**config.mk**
```make
export PLATFORM = sky130hd
export DESIGN_NAME = fetch_queue
export DESIGN_NICKNAME = d
export VERILOG_FILES = /design/src/rtl/fetch_queue_pkg.sv /design/src/rtl/sync_fifo.sv /design/src/rtl/fetch_queue.sv
export SDC_FILE = /design/constraint.sdc
export NUM_CORES = 1
export LEC_CHECK = 0
export ABC_AREA = 1
export CAP_MARGIN = 10
export CORE_UTILIZATION = 50
export CTS_CLUSTER_SIZE = 16
export DETAILED_ROUTE_END_ITERATION = 10
export GPL_TIMING_DRIVEN = 0
export PLACE_DENSITY = 0.69
export SLEW_MARGIN = 10
export SYNTH_ARGS = -nofsm -noshare
export SYNTH_HDL_FRONTEND = slang
export SYNTH_SLANG_ARGS = --single-unit
```
**constraint.sdc**
```tcl
create_clock -name clk -period 5.3 [get_ports clk]
set_input_delay 1.06 -clock clk [delete_from_list [all_inputs] [get_ports clk]]
set_output_delay 1.06 -clock clk [all_outputs]
set_load 0.1 [all_outputs]
```
**src/rtl/fetch_queue_pkg.sv**
```systemverilog
// -----------------------------------------------------------------------------
// fetch_queue_pkg
// Shared defaults and types for the instruction fetch queue.
//   WORD_LEN_DEF      : instruction / PC width
//   FETCH_QDEPTH_DEF  : default instruction queue depth
//   FETCH_OUTST_DEF   : default number of outstanding memory requests
//   INST_BYTES        : PC increment per fetched instruction
//   rsp_act_e         : what happens to a memory response this cycle
//   ptr_width()       : pointer width for a FIFO of a given depth (min 1 bit)
// -----------------------------------------------------------------------------
package fetch_queue_pkg;

   localparam int WORD_LEN_DEF     = 32;
   localparam int FETCH_QDEPTH_DEF = 4;
   localparam int FETCH_OUTST_DEF  = 2;
   localparam int INST_BYTES       = 4;

   // A response is either absent/ignored, thrown away (stale after a
   // redirect), or written into the instruction queue.
   typedef enum logic [1:0] {
      RSP_NONE = 2'd0,
      RSP_DROP = 2'd1,
      RSP_ENQ  = 2'd2
   } rsp_act_e;

   function automatic int ptr_width(input int depth);
      return (depth > 1) ? $clog2(depth) : 1;
   endfunction

endpackage

```
**src/rtl/sync_fifo.sv**
```systemverilog
// -----------------------------------------------------------------------------
// sync_fifo
// Single-clock FIFO with registered occupancy and synchronous flush.
// A push into a full FIFO is accepted when a pop happens in the same cycle.
// Read data is the current head (valid while empty_o is low).
// Ports:
//   clk, rstn   : clock, asynchronous active-low reset
//   flush_i     : empty the FIFO at the next edge (wins over push/pop)
//   push_i      : write wdata_i
//   wdata_i     : data to write
//   pop_i       : remove the head entry
//   rdata_o     : head entry
//   full_o      : DEPTH entries held
//   empty_o     : no entries held
//   count_o     : number of entries held
// -----------------------------------------------------------------------------
module sync_fifo
   import fetch_queue_pkg::*;
#(
   parameter int WIDTH = 32,
   parameter int DEPTH = 4
) (
   input  logic                         clk,
   input  logic                         rstn,
   input  logic                         flush_i,
   input  logic                         push_i,
   input  logic [WIDTH-1:0]             wdata_i,
   input  logic                         pop_i,
   output logic [WIDTH-1:0]             rdata_o,
   output logic                         full_o,
   output logic                         empty_o,
   output logic [$clog2(DEPTH+1)-1:0]   count_o
);

   localparam int PTR_W = ptr_width(DEPTH);
   localparam int CNT_W = $clog2(DEPTH + 1);

   logic [WIDTH-1:0] mem_q [DEPTH];
   logic [PTR_W-1:0] rd_ptr_q, rd_ptr_d;
   logic [PTR_W-1:0] wr_ptr_q, wr_ptr_d;
   logic [CNT_W-1:0] count_q, count_d;
   logic             do_push;
   logic             do_pop;

   // Explicit wrap so non-power-of-two depths also work.
   function automatic logic [PTR_W-1:0] ptr_inc(input logic [PTR_W-1:0] p);
      return (p == PTR_W'(DEPTH - 1)) ? '0 : p + PTR_W'(1);
   endfunction

   assign full_o  = (count_q == CNT_W'(DEPTH));
   assign empty_o = (count_q == '0);
   assign count_o = count_q;
   assign rdata_o = mem_q[rd_ptr_q];

   always_comb begin
      // NOTE: every variable gets a default before any condition, so no path
      // leaves one unassigned and no latch is inferred.
      rd_ptr_d = rd_ptr_q;
      wr_ptr_d = wr_ptr_q;
      count_d  = count_q;
      do_pop   = pop_i && !empty_o;
      do_push  = push_i && (!full_o || do_pop);

      if (flush_i) begin
         rd_ptr_d = '0;
         wr_ptr_d = '0;
         count_d  = '0;
      end else begin
         if (do_pop)  rd_ptr_d = ptr_inc(rd_ptr_q);
         if (do_push) wr_ptr_d = ptr_inc(wr_ptr_q);
         case ({do_push, do_pop})
            2'b10:   count_d = count_q + CNT_W'(1);
            2'b01:   count_d = count_q - CNT_W'(1);
            default: count_d = count_q;
         endcase
      end
   end

   // NOTE: sequential state uses non-blocking assignments so every flop
   // samples the pre-edge values regardless of statement order.
   always_ff @(posedge clk or negedge rstn) begin
      if (!rstn) begin
         rd_ptr_q <= '0;
         wr_ptr_q <= '0;
         count_q  <= '0;
      end else begin
         rd_ptr_q <= rd_ptr_d;
         wr_ptr_q <= wr_ptr_d;
         count_q  <= count_d;
      end
   end

   // NOTE: the storage array has no reset; contents are only observable
   // behind a non-zero count, which is reset, so clearing it buys nothing.
   always_ff @(posedge clk) begin
      if (do_push && !flush_i) mem_q[wr_ptr_q] <= wdata_i;
   end

endmodule

```
**src/rtl/fetch_queue.sv**
```systemverilog
// -----------------------------------------------------------------------------
// fetch_queue
// Instruction fetch front end: issues sequential fetch requests, tags each
// with its PC, pairs in-order responses with those tags and buffers the
// resulting {instruction, pc} entries for the decode stage. A redirect
// flushes the queue, restarts fetch at redirect_pc and discards the
// responses of every request still in flight.
// Ports:
//   clk, rstn            : clock, asynchronous active-low reset
//   req_valid/req_ready  : fetch request handshake
//   req_addr             : fetch address
//   rsp_valid/rsp_data   : in-order memory response (no backpressure)
//   redirect/redirect_pc : taken branch / flush and new fetch address
//   freeze               : consumer stalls; fetching continues
//   inst_valid/inst/inst_pc : queue head presented to the consumer
// -----------------------------------------------------------------------------
module fetch_queue
   import fetch_queue_pkg::*;
#(
   parameter int                  WORD_LEN  = WORD_LEN_DEF,
   parameter int                  QDEPTH    = FETCH_QDEPTH_DEF,
   parameter int                  MAX_OUTST = FETCH_OUTST_DEF,
   parameter logic [WORD_LEN-1:0] RESET_PC  = '0
) (
   input  logic                clk,
   input  logic                rstn,
   output logic                req_valid,
   input  logic                req_ready,
   output logic [WORD_LEN-1:0] req_addr,
   input  logic                rsp_valid,
   input  logic [WORD_LEN-1:0] rsp_data,
   input  logic                redirect,
   input  logic [WORD_LEN-1:0] redirect_pc,
   input  logic                freeze,
   output logic                inst_valid,
   output logic [WORD_LEN-1:0] inst,
   output logic [WORD_LEN-1:0] inst_pc
);

   localparam int CNT_W = $clog2(QDEPTH + 1);
   localparam int OUT_W = $clog2(MAX_OUTST + 1);
   // Outstanding + queued can reach 2*QDEPTH transiently in the sum.
   localparam int SUM_W = CNT_W + 1;

   // Architectural state
   logic [WORD_LEN-1:0] addr_q, addr_d;
   logic [OUT_W-1:0]    outst_q, outst_d;   // requests accepted, response pending
   logic [OUT_W-1:0]    drop_q, drop_d;     // of those, responses to discard
   logic                run_q;              // low only in the cycle after reset

   // Handshake / control
   logic                accept;
   rsp_act_e            rsp_act;
   logic [SUM_W-1:0]    occupancy;

   // Instruction queue: {instruction, pc}
   logic                   q_push, q_pop, q_flush;
   logic                   q_full, q_empty;
   logic [CNT_W-1:0]       q_count;
   logic [2*WORD_LEN-1:0]  q_wdata, q_rdata;

   // PC tag FIFO: one entry per non-dropped outstanding request
   logic                t_push, t_pop, t_flush;
   logic                t_full, t_empty;
   logic [OUT_W-1:0]    t_count;
   logic [WORD_LEN-1:0] t_rdata;

   always_comb begin
      // Reserving room for every in-flight response guarantees no overflow.
      occupancy = SUM_W'(outst_q) + SUM_W'(q_count);
      req_valid = run_q
               && (outst_q < OUT_W'(MAX_OUTST))
               && (occupancy < SUM_W'(QDEPTH))
               && !redirect;
      accept    = req_valid && req_ready;

      // Responses with nothing outstanding are spurious and ignored. A
      // response in the redirect cycle belongs to the old stream.
      rsp_act = RSP_NONE;
      if (rsp_valid && (outst_q != '0)) begin
         rsp_act = (redirect || (drop_q != '0)) ? RSP_DROP : RSP_ENQ;
      end

      outst_d = outst_q;
      if (accept)              outst_d = outst_d + OUT_W'(1);
      if (rsp_act != RSP_NONE) outst_d = outst_d - OUT_W'(1);

      // After a redirect every remaining in-flight response is stale.
      drop_d = drop_q;
      if (redirect)                  drop_d = outst_d;
      else if (rsp_act == RSP_DROP)  drop_d = drop_q - OUT_W'(1);

      addr_d = addr_q;
      if (redirect)    addr_d = redirect_pc;
      else if (accept) addr_d = addr_q + WORD_LEN'(INST_BYTES);
   end

   always_ff @(posedge clk or negedge rstn) begin
      if (!rstn) begin
         addr_q  <= RESET_PC;
         outst_q <= '0;
         drop_q  <= '0;
         run_q   <= 1'b0;
      end else begin
         addr_q  <= addr_d;
         outst_q <= outst_d;
         drop_q  <= drop_d;
         run_q   <= 1'b1;
      end
   end

   assign req_addr = addr_q;

   // Tag FIFO bookkeeping
   assign t_push  = accept;
   assign t_pop   = (rsp_act == RSP_ENQ);
   assign t_flush = redirect;

   sync_fifo #(
      .WIDTH (WORD_LEN),
      .DEPTH (MAX_OUTST)
   ) u_tag_fifo (
      .clk     (clk),
      .rstn    (rstn),
      .flush_i (t_flush),
      .push_i  (t_push),
      .wdata_i (addr_q),
      .pop_i   (t_pop),
      .rdata_o (t_rdata),
      .full_o  (t_full),
      .empty_o (t_empty),
      .count_o (t_count)
   );

   // Instruction queue: the registered count gives the one-cycle
   // enqueue-to-visible latency with no bypass.
   assign q_push  = (rsp_act == RSP_ENQ);
   assign q_wdata = {rsp_data, t_rdata};
   assign q_pop   = inst_valid && !freeze && !redirect;
   assign q_flush = redirect;

   sync_fifo #(
      .WIDTH (2 * WORD_LEN),
      .DEPTH (QDEPTH)
   ) u_inst_fifo (
      .clk     (clk),
      .rstn    (rstn),
      .flush_i (q_flush),
      .push_i  (q_push),
      .wdata_i (q_wdata),
      .pop_i   (q_pop),
      .rdata_o (q_rdata),
      .full_o  (q_full),
      .empty_o (q_empty),
      .count_o (q_count)
   );

   // Head outputs read as zero whenever nothing valid is held, which also
   // gives the required zero values during reset.
   assign inst_valid = !q_empty;
   assign inst       = q_empty ? '0 : q_rdata[2*WORD_LEN-1:WORD_LEN];
   assign inst_pc    = q_empty ? '0 : q_rdata[WORD_LEN-1:0];

   // Status flags not needed by the control logic.
   logic unused_status;
   assign unused_status = ^{q_full, t_full, t_empty, t_count};

endmodule

```
# Word-level counts from Yosys, hierarchy flattened
# Memories as Yosys holds them, arrays and structs flattened.
# Index checks and enable logic that the tools add are counted.
totals:
  regBits: 48
  ram_bits: 320
  in_bits: 70
  output_inout_bits: 98
  wordCells: 102
  mem_count: 2
memory_table:
  columns: ["name", "depth", "width", "read_ports", "rd_clocked_by_memory_dff", "wr", "line_no", "rtl"]
  rows:
  - ["u_inst_fifo.mem_q", 4, 64, 1, 0, 1, "sync_fifo.sv:38", "logic [WIDTH-1:0] mem_q [DEPTH];"]
  - ["u_tag_fifo.mem_q", 2, 32, 1, 0, 1, "sync_fifo.sv:38", null]
op_classes:
  n_addsub: 13
  order_cmp: 2
  n_eq_ne: 10
  n_mux: 30
  n_reduce_logical: 35
op_table:
  columns: ["op", "count"]
  rows:
  - ["$mux 32", 4]
  - ["$add 32x3->32 const B", 1]
  - ["$mux 2", 13]
  - ["$reduce_bool 2->1", 9]
  - ["$logic_and 1x1->1", 13]
  - ["$eq 2x2->1 const B", 6]
  - ["$mux 1", 10]
  - ["$add 2x1->2 const B", 4]
  - ["$eq 2x1->1 const B", 3]
  - ["$logic_not 1->1", 6]
  - ["$pmux 3 s2", 1]
  - ["$reduce_bool 3->1", 2]
  - ["$sub 2x1->2 const B", 3]
  - ["$add 2x3->4", 1]
  - ["$lt 4x3->1 const B", 1]
  - ["$pmux 2 s2", 1]
  - ["$add 3x1->3 const B", 1]
  - ["$eq 3x3->1 const B", 1]
  - ["$logic_not 3->1", 1]
  - ["$logic_or 1x1->1", 3]
  - ["$mux 3", 1]
  - ["$sub 3x1->3 const B", 1]
  - ["$add 1x1->1 const B", 2]
  - ["$logic_not 2->1", 1]
  - ["$lt 2x2->1 const B", 1]

# Depth between registers and ports, before layout
# Gate-level depths: netlist of the first run.
logic_depth:
  depth_word: 11
  ltp_mapped: 12
  depth_no_buf: 12

# By module
# From an unflattened synthesis of the first run, not the netlist that was laid out.
unflattened:
  cells_unflattened: 1413
  hier_area_um2: 15641.3
modules_own_cells:
  columns: ["module", "instances", "cells_each", "area_per_inst_um2", "seq_area_each_um2"]
  rows:
  - ["sync_fifo (u_inst_fifo)", 1, 687, 9994.6, 7862.5]
  - ["fetch_queue", 1, 519, 3071.7, 925.9]
  - ["sync_fifo (u_tag_fifo)", 1, 207, 2575.0, 2021.9]

# Worst setup path after synthesis of the first run
# OpenSTA, ideal clock, no wires.
synth_path:
  path_kind: "input-to-reg"
  startpoint: "input redirect"
  endpoint: "memory u_inst_fifo.mem_q[0][0] (netlist bit) (enable)"
  setup_ns: 0.486
  t_arrival_ns: 4.389
  required_ns: 4.814
  path_slack_ns: 0.424
  cell_stages: 7
  n_path_buf: 2
  cell_sequence: "buf_6 clkinv_4 buf_6 nand3_4 nand4_1 nand2_2 nor2_1"
synth_via:
  elab_chain_len: 8
  elab_cells_between_ends: 12
  cone_classes: "eq/ne: 1; mux: 4; reduce/logical: 7"
synth_lines:
  columns: ["item", "line_no", "rtl"]
  rows:
  - ["from (decl)", "fetch_queue.sv:32", "input logic redirect,"]
  - ["$logic_or 1x1->1 or $logic_not 1->1 (tied branches)", "fetch_queue.sv:81, sync_fifo.sv:96, fetch_queue.sv:139", null]
  - ["$mux 2 or $logic_and 1x1->1 (tied branches)", "fetch_queue.sv:81, fetch_queue.sv:139", null]
  - ["$mux 2 or $logic_and 1x1->1 (tied branches)", "fetch_queue.sv:80, sync_fifo.sv:61", null]
  - ["$eq 2x2->1 or $logic_or 1x1->1 (tied branches)", "fetch_queue.sv:137, sync_fifo.sv:62", null]
  - ["$logic_and 1x1->1", "sync_fifo.sv:62", "do_push = push_i && (!full_o || do_pop);"]
  - ["$logic_and 1x1->1 (*)", "sync_fifo.sv:96", "if (do_push && !flush_i) mem_q[wr_ptr_q] <= wdata_i;"]
  - ["$mux 1 (*)", "sync_fifo.sv:96", null]
  - ["$mux 1 (not written as such) (*)", "sync_fifo.sv:96", null]
  - ["to (decl)", "sync_fifo.sv:38", null]
# Mark *: on every way between the ends. The rest lies on a longest branch, timed or not.

# Worst setup path in the final report of the first run
layout_path:
  startpoint: "register u_inst_fifo.rd_ptr_q[0]"
  endpoint: "output inst_pc[13]"
layout_via:
  elab_chain_len: 2
layout_lines:
  columns: ["item", "line_no", "rtl"]
  rows:
  - ["from (decl)", "sync_fifo.sv:39", "logic [PTR_W-1:0] rd_ptr_q, rd_ptr_d;"]
  - ["from (signal assigned)", "sync_fifo.sv:87", "rd_ptr_q <= rd_ptr_d;"]
  - ["$mem_v2 4x64", null, null]
  - ["$mux 32", "fetch_queue.sv:162", "assign inst_pc = q_empty ? '0 : q_rdata[WORD_LEN-1:0];"]
  - ["to (decl)", "fetch_queue.sv:37", "output logic [WORD_LEN-1:0] inst_pc"]
# Every way passes these cells.

==> run_results.csv, run 1 <==
group,metric,value,unit
die,fp-row-count,63,
die,die_w,177.6,µm
global_routing,grtUsageTotal,0.2370,
final_layout,num_antenna_cells,0,
setup_path,ff2ff_path_depth,9,
die,ios,168,
placed_design,place_congestion,0.8945,
detailed_routing,wl_per_cell,17.95,µm
synth,syn_inst,1389,
setup_path,path_cells,"buf_2 -> inv_2 -> buf_2 -> clkbuf_1 -> o21ai_0 -> a21oi_1 -> clkdlybuf4s50_1",
clock_tree,cts_hold_buf,0,
global_routing,antenna_found_initial,0,
synth,synth_nets,1469,
setup_path,crit_arrival,3.47,ns
synth,async_flop_share,0.1304,
setup_path,r2r-end,"u_inst_fifo.mem_q[0][35]",
detailed_routing,drt-initial-drc-count,825,
global_routing,grt_pass1_vias,10550,
timing,maxSlewViolCount,0,
final_layout,drive_above_1_share,0.07143,
global_routing,grt_max_degree,32,
detailed_routing,firstDrtPassIters,5,
clock_tree,cts_buffers,38,
setup_path,crit_type,"reg -> out",
synth,synth_area,15410,µm²
timing,fmax,0.2210,GHz
clock_tree,cts_tree,"yes",
setup_path,cp-end-kind,"primary output",
global_routing,grt_pass1_wl,57170,µm
synth,synth_seq_cells,368,
detailed_routing,drc,0,
die,die_y,177.6,µm
power_and_ir_drop,leakage,0.006926,µW
synth,synth_compound_area_frac,0.07858,
synth,yosysMostFrequentCell,"edfxtp_1",
final_layout,nets,1688,
synth,yosys.area_share.adder,0.008605,
setup_path,cpPeakStageDelay,1.20,ns
synth,netlist.top_cell.by_area,"edfxtp_1",
setup_path,path_buf_inv,5,
final_layout,utilization,0.6371,
setup_path,crit_top_cell,"buf_2",
global_routing,grt_overflow,0,
global_routing,busiest_layer,"met2",
clock_tree,postCtsSetupBuffers,0,
setup_path,cp-start-kind,"flip-flop",
timing,final-hold-violation-count,0,
timing,slew_headroom,0.2921,
detailed_routing,vias,10830,
synth,avgSynthCellArea,11.10,µm²
timing,period_share,0.8539,
detailed_routing,final_antenna_net_count,0,
synth,synth_mux_area_frac,0,
synth,synth_xor_area_frac,0.009092,
clock_tree,clk_latency,0.53,ns
timing,min_period,4.526,ns
global_routing,grtUsageMet2,0.3957,
synth,ys_top_cells_by_area,"edfxtp_1 (62%), dfrtp_1 (7.8%), nor2_1 (7.4%), nand2_1 (6.3%), o21ai_0 (4.3%)",
clock_tree,cts_root_buf,"clkbuf_16",
synth,synth_top_family_by_area,"simple AND/OR/NAND/NOR gates",
timing,clock_skew,0.01594,ns
synth,yosysTopAreaCellShare,0.6235,
power_and_ir_drop,fin_total_pwr,11100,µW
setup_path,worstPathRequired,4.24,ns
run_status,outcome,"complete, no violations",
setup_path,path_max_fanout,10,
setup_path,critPathTopFamily,"buffers and inverters",
clock_tree,cts_max_path_buffers,3,
global_routing,met1_usage,0.3233,
synth,synth.distinct_cells,41,
setup_path,critPathSlowestCell,"clkdlybuf4s50_1",
synth,synthSimpleGateAreaFrac,0.1685,
setup_path,reg2reg_slack,2.60,ns
clock_tree,cts_resized,0,
synth,ys.flop_type,"edfxtp_1",
power_and_ir_drop,worst_ir_drop_vdd,0.0003778,V
placed_design,dp_slack,1.293,ns
clock_tree,clkSlewWorstSetupHoldPaths,0.06,ns
synth,ys_seq_area_frac,0.7014,
timing,setup_viol,0,
timing,rsz0062_at_grt,"false",
clock_tree,htreeDepth,2,
die,initial_core_util,0.5145,
power_and_ir_drop,powerDensity,581.7,nW/µm²
global_routing,globalRouteMet3Util,0.03428,
final_layout,synthToLayoutAreaGrowth,23.82,%
timing,setup_slack,0.7743,ns
clock_tree,clock_sinks,368,
placed_design,hpwl,24550,µm
detailed_routing,post_drt_via_cell_ratio,5.341,
die,die_area,31530,µm²
timing,tightest_slew,1.059,ns
final_layout,fillCellCount,2346,
die,core_area,29950,µm²
synth,synth_edf_count,320,
placed_design,io_buffers,166,
min_path,hold_path_class,"in -> async",
detailed_routing,totalWireLength,36410,µm
job,cap_violations,0,
setup_path,r2r-start,"outst_q[0]",
synth,synthTopCellsByCount,"edfxtp_1 (320), nor2_1 (305), nand2_1 (259), o21ai_0 (132), a21oi_1 (68)",
synth,yosys_warnings,0,
[power by group]
| group | total, µW | switching, µW | internal, µW |
|---|---|---|---|
| logic | 5110 | 4020 | 1090 |
| clock network | 2480 | 1070 | 1410 |
| registers | 3520 | 143 | 3380 |
[cells in the final DEF, fill, tap and decap left out, types with 3 or more instances in the layout]
cell type        instances
edfxtp_1               320
nor2_1                 299
nand2_1                259
clkdlybuf4s50_1        165
o21ai_0                132
a21oi_1                 68
dfrtp_1                 48
inv_1                   46
clkbuf_1                44
nand3_1                 39
clkbuf_16               38
buf_2                   18
xor2_1                  13
clkinv_1                11
o211ai_1                11
buf_1                   10
o21ai_1                  9
ha_1                     9
buf_16                   9
nor2_4                   8
inv_2                    8
nand4_1                  8
nor3_1                   8
nand3b_1                 6
clkinv_2                 5
buf_12                   4
buf_6                    3
nor2_2                   3
nand2_2                  3
o21bai_1                 3
xnor2_1                  3
[layout make-up]
cell class	instances	area (µm²)	area share
Tap cell	390	488.0	0.02557
Inverter	57	219.0	0.01147
Multi-Input combinational cell	898	4129	0.2164
Sequential cell	368	10810	0.5665
Timing Repair Buffer	179	1984	0.1040
Clock buffer	50	1016	0.05324
Buffer	66	299.0	0.01567
Clock inverter	20	137.6	0.007212
[worst register-to-register path: cells and delay by family, from the launching register on]
kind          cells  cell delay [ns]
fa+ha+maj         1             0.19
simple gates      4             1.21
flops             1             0.38
buf+inv           4             0.60
[layer usage]
layer / vias up / wire length [µm]
met2: 432 / 17680
met3: 63 / 2544
li1: 5205 / -
met5: - / 0
met4: 0 / 776
met1: 5131 / 15410
[cell families after synthesis]
| group | count (synthesis) |
|---|---|
| adders and majority gates | 10 |
| buffers and inverters | 123 |
| and+or+nand+nor | 640 |
| other | 1 |
| xor gates and xnor gates | 16 |
| AOI/OAI and AO/OA | 231 |
| DFF | 368 |
[flip-flops by register name (all words and copies together), names as in the netlist]
register,count
u_tag_fifo.wr_ptr_q,1
u_tag_fifo.rd_ptr_q,1
u_tag_fifo.count_o,2
u_inst_fifo.rd_ptr_q,2
drop_q,2
run_q,1
u_inst_fifo.count_o,3
req_addr,32
u_tag_fifo.mem_q,64
u_inst_fifo.wr_ptr_q,2
outst_q,2
u_inst_fifo.mem_q,256
[worst max path at each step]
stage | start | end | slack (ns) | depth (start not counted)
3_3_place_gp | rsp_valid | u_inst_fifo.mem_q[1][48] | -1.95 | 5
6_report | u_inst_fifo.rd_ptr_q[0] | inst_pc[13] | 0.77 | 7
5_1_grt | u_inst_fifo.rd_ptr_q[0] | inst[25] | 0.57 | 7
4_1_cts | u_inst_fifo.rd_ptr_q[0] | inst_pc[19] | 0.73 | 7
2_1_floorplan | redirect | u_inst_fifo.mem_q[0][0] | 0.42 | 7
3_5_place_dp | u_inst_fifo.rd_ptr_q[0] | inst_pc[13] | 1.29 | 7
[through the flow]
step	cell area (µm²)	instances	TNS, ns	hold slack, ns
after floorplan	15410	1389	0	0.4819
after CTS	19080	2028	0	0.4943
after global routing	19080	2028	0	0.5123
after detailed placement	17930	1958	0	0.5084
after global placement	17560	1945	-487.54	0.4989
final	19080	2028	0	0.5022
Power figures use the tool's default switching activity.
==> inputs of run 2 (changes only) <==
Clock period 5.3 ns to 4.43 ns, I/O delays scaled along.
==> run_results.csv, run 2 (synthesized netlist as in run 1, its figures left out) <==
group,metric,value,unit
detailed_routing,firstDrtPassIters,5,
timing,clock_skew,0.01450,ns
clock_tree,cts_tree,"yes",
final_layout,largest_register,"u_inst_fifo.mem_q",
detailed_routing,wl_per_cell,17.92,µm
clock_tree,postCtsSetupBuffers,0,
setup_path,crit_arrival,3.37,ns
timing,final-hold-violation-count,0,
setup_path,crit_type,"reg -> out",
clock_tree,clkSlewWorstSetupHoldPaths,0.06,ns
final_layout,drive_above_1_share,0.07143,
clock_tree,cts_root_buf,"clkbuf_16",
die,ios,168,
setup_path,worstPathRequired,3.54,ns
setup_path,path_max_fanout,10,
final_layout,utilization,0.6390,
final_layout,final_cell_mix,"edfxtp_1 (320), nor2_1 (299), nand2_1 (259), clkdlybuf4s50_1 (142), o21ai_0 (132)",
placed_design,hpwl,24550,µm
die,die_w,177.6,µm
setup_path,cp-start-kind,"flip-flop",
setup_path,path_buf_inv,5,
global_routing,grt_pass1_wl,57170,µm
timing,maxSlewViolCount,0,
power_and_ir_drop,leakage,0.007240,µW
power_and_ir_drop,powerDensity,693.2,nW/µm²
final_layout,layout_commonest_cell,"edfxtp_1",
timing,fmax,0.2349,GHz
placed_design,placed_cells,1958,
global_routing,grt_pass1_vias,10550,
clock_tree,cts_hold_buf,0,
timing,period_share,0.9610,
detailed_routing,post_drt_via_cell_ratio,5.336,
run_status,outcome,"complete, no violations",
setup_path,path_cells,"buf_2 -> inv_2 -> buf_2 -> clkbuf_1 -> o21ai_0 -> a21oi_1 -> clkdlybuf4s50_1",
global_routing,grt_overflow,0,
final_layout,num_antenna_cells,0,
global_routing,grtUsageTotal,0.2370,
final_layout,synthToLayoutAreaGrowth,24.19,%
power_and_ir_drop,fin_total_pwr,13270,µW
global_routing,antenna_found_initial,0,
die,core_area,29950,µm²
clock_tree,clk_latency,0.52,ns
setup_path,crit_top_cell,"buf_2",
setup_path,cpPeakStageDelay,1.16,ns
min_path,hold_path_class,"in -> async",
die,die_y,177.6,µm
detailed_routing,drc,0,
clock_tree,cts_buffers,38,
die,die_area,31530,µm²
setup_path,critPathTopFamily,"buffers and inverters",
clock_tree,cts_resized,0,
job,cap_violations,0,
global_routing,grt_max_degree,32,
placed_design,place_congestion,0.8945,
timing,setup_viol,0,
final_layout,instances_no_fill,2028,
detailed_routing,final_antenna_net_count,0,
timing,slew_headroom,0.2933,
final_layout,nets,1688,
timing,tns,0,ns
die,fp-row-count,63,
timing,min_period,4.257,ns
clock_tree,cts_max_path_buffers,3,
die,initial_core_util,0.5145,
clock_tree,clock_sinks,368,
detailed_routing,drt-initial-drc-count,774,
final_layout,largest_register_ffs,256,
setup_path,cp-end-kind,"primary output",
detailed_routing,totalWireLength,36350,µm
timing,tightest_slew,1.057,ns
clock_tree,htreeDepth,2,
setup_path,critPathSlowestCell,"clkdlybuf4s50_1",
timing,rsz0062_at_grt,"false",
placed_design,io_buffers,166,
power_and_ir_drop,worst_ir_drop_vdd,0.0004623,V
detailed_routing,vias,10820,
[run 2: area by class of cell]
cell class | count | area [µm²]
buffer | 66 | 299.0
clock buffer | 50 | 1016
clock inverter | 20 | 137.6
fill | 2329 | 10810
inverter | 57 | 219.0
multi-input combinational | 898 | 4129
sequential | 368 | 10810
tap | 390 | 488.0
timing repair buffer | 179 | 2042
[run 2: metrics by stage]
| step | hold slack [ns] | area, µm² | worst slack (ns) |
|---|---|---|---|
| 6_report | 0.3253 | 19140 | 0.1726 |
| 5_1_grt | 0.3383 | 19140 | 0.003884 |
| 4_1_cts | 0.3203 | 19080 | 0.03736 |
| 3_5_place_dp | 0.5084 | 17930 | 0.5972 |
| 3_3_place_gp | 0.4989 | 17560 | -2.646 |
| 2_1_floorplan | 0.4819 | 15410 | -0.2716 |
[run 2: power breakdown]
group          internal [µW]  switching (µW)  total, µW
sequential              4040             170       4210
clock                   1680            1280       2960
combinational           1290            4800       6090
total                   7020            6250      13300
[run 2: worst reg2reg max path, delay by kind of cell, from the launching register on]
kind / cells / cell delay, ns
buffers and inverters: 4 / 0.60
DFF: 1 / 0.38
adders and majority gates: 1 / 0.19
and+or+nand+nor: 4 / 1.21
[run 2: worst paths after layout]
| check | startpoint | depth (start not counted) | slack, ns | to |
|---|---|---|---|---|
| max in group asynchronous | rstn | 2 | 3.56 | req_addr[0] |
| hold reg to reg | req_addr[1] | 0 | 0.52 | u_tag_fifo.mem_q[0][1] |
| hold / removal | rstn | 1 | 0.33 | req_addr[13] |
| min in group clk | req_addr[1] | 0 | 0.52 | u_tag_fifo.mem_q[0][1] |
| setup / recovery | u_inst_fifo.rd_ptr_q[0] | 7 | 0.17 | inst[30] |
| setup reg to reg | outst_q[0] | 9 | 1.74 | u_inst_fifo.mem_q[0][17] |
[run 2: layer usage]
metal	GRT usage	up-vias	routed length (µm)
li1	-	5206	-
met1	0.3233	5177	15740
met2	0.3957	384	17640
met3	0.03428	54	2226
met4	0.06873	0	733
met5	0	-	0
==> inputs of run 3 (changes only) <==
Settings changed: SKIP_LAST_GASP set to 1.
==> results of run 3 <==
No change in the layout: final DEF, timing and power equal those of run 2.
